==> src/rtl/plic_claim.sv <==
// plic_claim: per-source interrupt gateways with a fixed-priority claim/complete
// register interface. Source 0 has the highest priority.
module plic_claim #(
    parameter int unsigned NSRC = 16
) (
    input  logic            clk,
    input  logic            rst,
    input  logic [NSRC-1:0] int_i,
    output logic            int_o,
    input  logic            re_i,
    input  logic            we_i,
    input  logic [3:0]      addr_i,
    input  logic [31:0]     wdata_i,
    output logic [31:0]     rdata_o
);

    typedef enum logic [1:0] {
        GW_IDLE,
        GW_PENDING,
        GW_CLAIMED
    } gw_state_t;

    localparam logic [1:0] REG_ENABLE  = 2'd0;
    localparam logic [1:0] REG_PENDING = 2'd1;
    localparam logic [1:0] REG_CLAIM   = 2'd2;

    gw_state_t       state_q [NSRC];
    gw_state_t       state_d [NSRC];
    logic [NSRC-1:0] enable_q;
    logic [NSRC-1:0] pending;
    logic [NSRC-1:0] eligible;
    logic [4:0]      claim_id;
    logic            claim_rd;
    logic            complete_wr;
    logic            unused_bits;

    assign unused_bits = ^{addr_i[1:0], wdata_i};

    assign claim_rd    = re_i && (addr_i[3:2] == REG_CLAIM);
    assign complete_wr = we_i && (addr_i[3:2] == REG_CLAIM);

    // Pending view of the gateways and the enabled subset that drives the core.
    always_comb begin
        pending = '0;
        for (int unsigned n = 0; n < NSRC; n++) begin
            pending[n] = (state_q[n] == GW_PENDING);
        end
        eligible = pending & enable_q;
    end

    assign int_o = |eligible;

    // Fixed-priority encoder: scan downward so the lowest eligible index wins.
    always_comb begin
        claim_id = '0;
        for (int unsigned i = NSRC; i > 0; i--) begin
            if (eligible[i-1]) begin
                claim_id = 5'(i);
            end
        end
    end

    // Gateway next-state: an ID outside 1..NSRC never matches any source,
    // which is how out-of-range completes are ignored.
    always_comb begin
        for (int unsigned n = 0; n < NSRC; n++) begin
            state_d[n] = state_q[n];
            unique case (state_q[n])
                GW_IDLE: begin
                    if (int_i[n]) state_d[n] = GW_PENDING;
                end
                GW_PENDING: begin
                    if (claim_rd && (claim_id == 5'(n + 1))) state_d[n] = GW_CLAIMED;
                end
                GW_CLAIMED: begin
                    if (complete_wr && (wdata_i[4:0] == 5'(n + 1))) state_d[n] = GW_IDLE;
                end
                default: state_d[n] = GW_IDLE;
            endcase
        end
    end

    // Gateway state registers.
    always_ff @(posedge clk or posedge rst) begin
        if (rst) begin
            for (int unsigned n = 0; n < NSRC; n++) begin
                state_q[n] <= GW_IDLE;
            end
        end else begin
            for (int unsigned n = 0; n < NSRC; n++) begin
                state_q[n] <= state_d[n];
            end
        end
    end

    // ENABLE register write.
    always_ff @(posedge clk or posedge rst) begin
        if (rst) begin
            enable_q <= '0;
        end else if (we_i && (addr_i[3:2] == REG_ENABLE)) begin
            enable_q <= wdata_i[NSRC-1:0];
        end
    end

    // Registered read data, held until the next read; reflects pre-write state.
    always_ff @(posedge clk or posedge rst) begin
        if (rst) begin
            rdata_o <= '0;
        end else if (re_i) begin
            unique case (addr_i[3:2])
                REG_ENABLE:  rdata_o <= 32'(enable_q);
                REG_PENDING: rdata_o <= 32'(pending);
                REG_CLAIM:   rdata_o <= 32'(claim_id);
                default:     rdata_o <= '0;
            endcase
        end
    end

endmodule
==> config.mk <==
export PLATFORM = sky130hd
export DESIGN_NAME = plic_claim
export DESIGN_NICKNAME = d
export VERILOG_FILES = /design/src/rtl/plic_claim.sv
export SDC_FILE = /design/constraint.sdc
export NUM_CORES = 1
export LEC_CHECK = 0
export ABC_AREA = 1
export CAP_MARGIN = 25
export CORE_UTILIZATION = 44
export DETAILED_ROUTE_END_ITERATION = 12
export HOLD_SLACK_MARGIN = 0.15
export PLACE_DENSITY = 0.76
export SKIP_LAST_GASP = 1
export SLEW_MARGIN = 0
export SYNTH_ARGS = -nofsm -noshare
export SYNTH_HDL_FRONTEND = slang
export SYNTH_SLANG_ARGS = --single-unit
==> constraint.sdc <==
create_clock -name clk -period 2.22 [get_ports clk]
set_input_delay 0.555 -clock clk [delete_from_list [all_inputs] [get_ports clk]]
set_output_delay 0.555 -clock clk [all_outputs]
set_load 0.1 [all_outputs]
* Word level (Yosys, flattened, before mapping)
Index checks and enable logic that the tools add are counted.
** Storage, ports and cells
- Bits in registers :: 80
- Word-level logic and storage cells :: 283
** Cells by class
- Eq/ne operators :: 114
- Mux-type cells :: 81
- Bitwise operators :: 1
- Reductions and logical operators :: 69
** Operators with widths (count)
- $mux W2 :: 48
- $pmux W2 S3 :: 16
- $eq A5 B4 Y1 const B :: 16
- $mux W5 :: 16
- $ne A2 B2 Y1 const B :: 32
- $pmux W16 S3 :: 1
- $reduce_and A3 Y1 :: 16
- $eq A5 B3 Y1 const B :: 8
- $logic_and A1 B1 Y1 :: 35
- $eq A2 B1 Y1 const B :: 17
- $eq A2 B2 Y1 const B :: 17
- $logic_not A2 Y1 :: 17
- $ne A2 B1 Y1 const B :: 16
- $eq A5 B2 Y1 const B :: 4
- $and A16 B16 Y16 :: 1
- $reduce_or A16 Y1 :: 1
- $eq A5 B1 Y1 const B :: 2
- $eq A5 B5 Y1 const B :: 2

* Longest topological paths before layout
- Depth in word-level cells :: 22
- Gate-level depth with buffers :: 21
- Depth with buffers taken out :: 21

* Worst setup path before layout
No wires, ideal clock.
- Path kind :: register to output
- Start point :: register state_q[26] in the netlist's numbering
- End point :: output port int_o
- Arrival time :: 1692 ps
- Data required time :: 1665 ps
- Setup slack :: -27 ps
- Cell stages (with the launch flop) :: 11
- Cells stage by stage :: dfrtp_1 inv_1 nor2_1 inv_1 nor2_1 inv_1 nand2_1 nor2_2 nand2_2 inv_1 nand3_1
** Between the ends
- Word-level cells in the longest chain between the ends :: 3
** Ends and longest elaborated chain
- start, declared :: RTL line 27 : gw_state_t state_q [NSRC];
- start signal, assigned by index :: RTL line 91 : state_q[n] <= state_d[n];
- $eq A2 B1 Y1 :: RTL line 46 : pending[n] = (state_q[n] == GW_PENDING);
- $and A16 B16 Y16 :: RTL line 48 : eligible = pending & enable_q;
- $reduce_or A16 Y1 :: RTL line 51 : assign int_o = |eligible;
- end, declared :: RTL line 9 : output logic int_o,
No other way between the ends.

* Worst setup path in the final report
- Start point :: register state_q[6] in the netlist's numbering
- End point :: output port int_o
Same word-level chain as after synthesis.

==> results.yml <==
floorplan:
  die_area_sq_um: 8190
  fp.dieH_um: 90.5
  die_x_um: 90.5
  ios: 89
  initial_core_util: 0.465
  core-area_sq_um: 7410
  rows: 31
global_route:
  grt_pass1_wl_um: 14400
  overflow: 0
  track_usage: 0.223
  antenna_found_initial: 0
  grt_max_degree: 44
  grt_pass1_vias: 3082
synthesis:
  ys_seq_elements: 64
  avgSynthCellArea_sq_um: 8.06
  synth_top_family_by_area: "simple AND/OR/NAND/NOR gates"
  yosysTopAreaCell: "dfrtp_1"
  yosysWarnings: 0
  muxShareOfSynthArea: 0.0327
  synth_area_leaders: "dfrtp_1, nand2_1, inv_1"
  ys_types: 37
  synth_fa_ha_area_frac: 0
  netlist_instances: 428
  netlist_area_sq_um: 3450
  synth_simple_gate_area_frac: 0.275
  synth-compound-area-share: 0.117
  synth_xor_area_frac: 0
  yosys.area.top_type_share: 0.464
  ys_seq_area_frac: 0.464
clock_tree:
  cts_root_buf: "clkbuf_8"
  cts_tree: "done"
  numCtsBuffers: 9
  clockBufferDepth: 2
  clk_pin_slew_ns: 0.07
  cts_sinks: 64
  cts.htree.levels: 3
  clkLatencyLatePin_ns: 0.34
timing:
  fin_ws_ns: -0.0305
  finalHoldViolCount: 0
  rsz0062_at_grt: "true"
  slew_viol_final: 0
  finClkSkew_ns: 0.00852
  fin_setup_tns_ns: -0.0305
  post-route-period-util: 1.01
  fmax_mhz: 444
  min_period_ns: 2.25
  fin_hold_ws_ns: 0.470
  finalSetupViolCount: 1
final_layout:
  fin_area_sq_um: 4610
  n_antenna_cell: 0
  drive_gt1_frac: 0.251
  areaGrowthSynthToFinish_pct: 33.6
  multi_input_comb_area_sq_um: 1610
  final_cell_mix: "nand2_1, dfrtp_1, buf_4"
  final_common_cell: "nand2_1"
  seqCellArea_sq_um: 1600
  stdcell_count: 629
  fin_util: 0.622
  fin_nets: 581
  fillCellCount: 627
setup_path:
  startpoint: "state_q[6]"
  r2r_start: "state_q[6]"
  cpMaxStageDelayCell: "dfrtp_1"
  end_kind: "output pin"
  critPathMaxStageDelay_ns: 0.38
  worst-path-max-fanout: 3
  worst_setup_path_start_kind: "flip-flop"
  path_cells: "inv_2, nor2_1, nand2_1, nand2_2, nor2_4, inv_2, nor2_4, nand3_4, buf_12"
  critPathKind: "reg -> out"
  critPathRequiredTime_ns: 1.66
  arrival_ns: 1.70
  crit_buf_inv: 3
  crit_family: "simple AND/OR/NAND/NOR gates"
drt:
  num_vias: 3290
  wl_per_cell_um: 14.7
  first_pass_iters: 5
  ant_nets: 0
  postRouteWirelength_um: 9270
  drt_iter0_drc: 264
  drc: 0
  via_per_inst: 5.23
run_status:
  run_status: "finished with violations"
  violations: "setup timing"
placement:
  place_ws_ns: -0.162
  placed_area_sq_um: 4240
  hpwl_um: 6710
  gp_congestion: 0.899
  port_buffers: 54
  place_inst: 601
min_path:
  hold_path_class: "reg -> reg"
  worstHoldStart: "state_q[20]"
power_and_ir_drop:
  power_leakage_nw: 2.32
  p_per_area_nw_per_um2: 937
  peakVddDrop_uv: 378
  power_mw: 4.32
flow_run:
  drv_cap: 0
==> layout make-up <==
type	instances	area share
well taps	99	0.0269
inverters	61	0.0497
clock buffers	13	0.0345
multi-input cells	294	0.349
repair buffers	95	0.184
flip-flops and latches	64	0.348
clock inverters	3	0.00869
==> what timing repair did <==
item	CTS	global route
endpoints found under the setup margin	1	14
pin swaps	3	14
hold endpoints to repair	0	0
setup buffers	5	8
gates resized for setup	8	20
hold buffers	0	0
==> cell usage after synthesis <==
| library cell | number |
|---|---|
| o32ai_1 | 1 |
| inv_2 | 6 |
| nor2_4 | 2 |
| nand3_2 | 1 |
| nand3b_1 | 3 |
| or2_2 | 1 |
| dfrtp_1 | 64 |
| a22oi_1 | 10 |
| a221oi_1 | 1 |
| nor3_1 | 6 |
| nand4_1 | 3 |
| nor2_2 | 9 |
| mux2_2 | 10 |
| o211ai_1 | 3 |
| a32o_1 | 1 |
| buf_1 | 1 |
| o21ai_1 | 2 |
| o31ai_1 | 3 |
| o21ai_2 | 1 |
| a21oi_1 | 8 |
| nand2_1 | 104 |
| o21bai_1 | 1 |
| o21ai_0 | 23 |
| clkbuf_1 | 7 |
| nand3_1 | 24 |
| nor2_1 | 42 |
| a21oi_4 | 1 |
| nor4_4 | 2 |
| nand3b_4 | 1 |
| a31oi_1 | 1 |
| inv_1 | 55 |
| buf_4 | 16 |
| conb_1 | 1 |
| nor4_1 | 2 |
| nand2_2 | 6 |
| o311ai_0 | 5 |
| a32oi_1 | 1 |
==> final timing paths <==
path                               end  cells past startpoint  slack, ns
max                              int_o                      9      -0.03
min                        state_q[20]                      1       0.47
max reg2reg                state_q[24]                     13       0.13
min reg2reg                state_q[20]                      1       0.47
max in group asynchronous  state_q[16]                      3       1.13
min in group asynchronous   rdata_o[0]                      2       0.53
==> sequential cells by signal, indices dropped and copies added (netlist names) <==
register / flops
state_q: 32
enable_q: 16
rdata_o: 16
==> report_power, final <==
| part | total (mW) | internal [mW] | switching (mW) |
|---|---|---|---|
| registers | 1.47 | 1.35 | 0.124 |
| logic | 1.83 | 0.576 | 1.26 |
| clock network | 1.02 | 0.577 | 0.438 |
| total | 4.32 | 2.50 | 1.82 |
==> cell families (layout without fill, tap and decap cells) <==
| kind of cell | Yosys count | count (layout) |
|---|---|---|
| AOI/OAI and AO/OA | 62 | 62 |
| buffers and inverters | 85 | 172 |
| DFF | 64 | 64 |
| muxes | 10 | 10 |
| other | 1 | 16 |
| and+or+nand+nor | 206 | 206 |
==> per-layer routing <==
layer | track usage | routed length, um | up-vias
met2 | 0.367 | 4430 | 137
met3 | 0.0480 | 544 | 28
met5 | 0 | 0 | -
met1 | 0.295 | 4080 | 1575
li1 | - | - | 1550
met4 | 0.0672 | 216 | 0
==> worst reg2reg max path: stages (launching register included) <==
cell,delay [ns]
dfrtp_1,0.38
inv_2,0.07
nor2_1,0.07
nand2_1,0.13
nand2_2,0.08
nor2_4,0.15
inv_2,0.07
nor2_4,0.14
buf_4,0.12
nor2_1,0.07
nor4_4,0.37
nand4_1,0.18
nand2_1,0.11
nand2_1,0.05
Note: power is estimated with default switching activity, not from simulation.
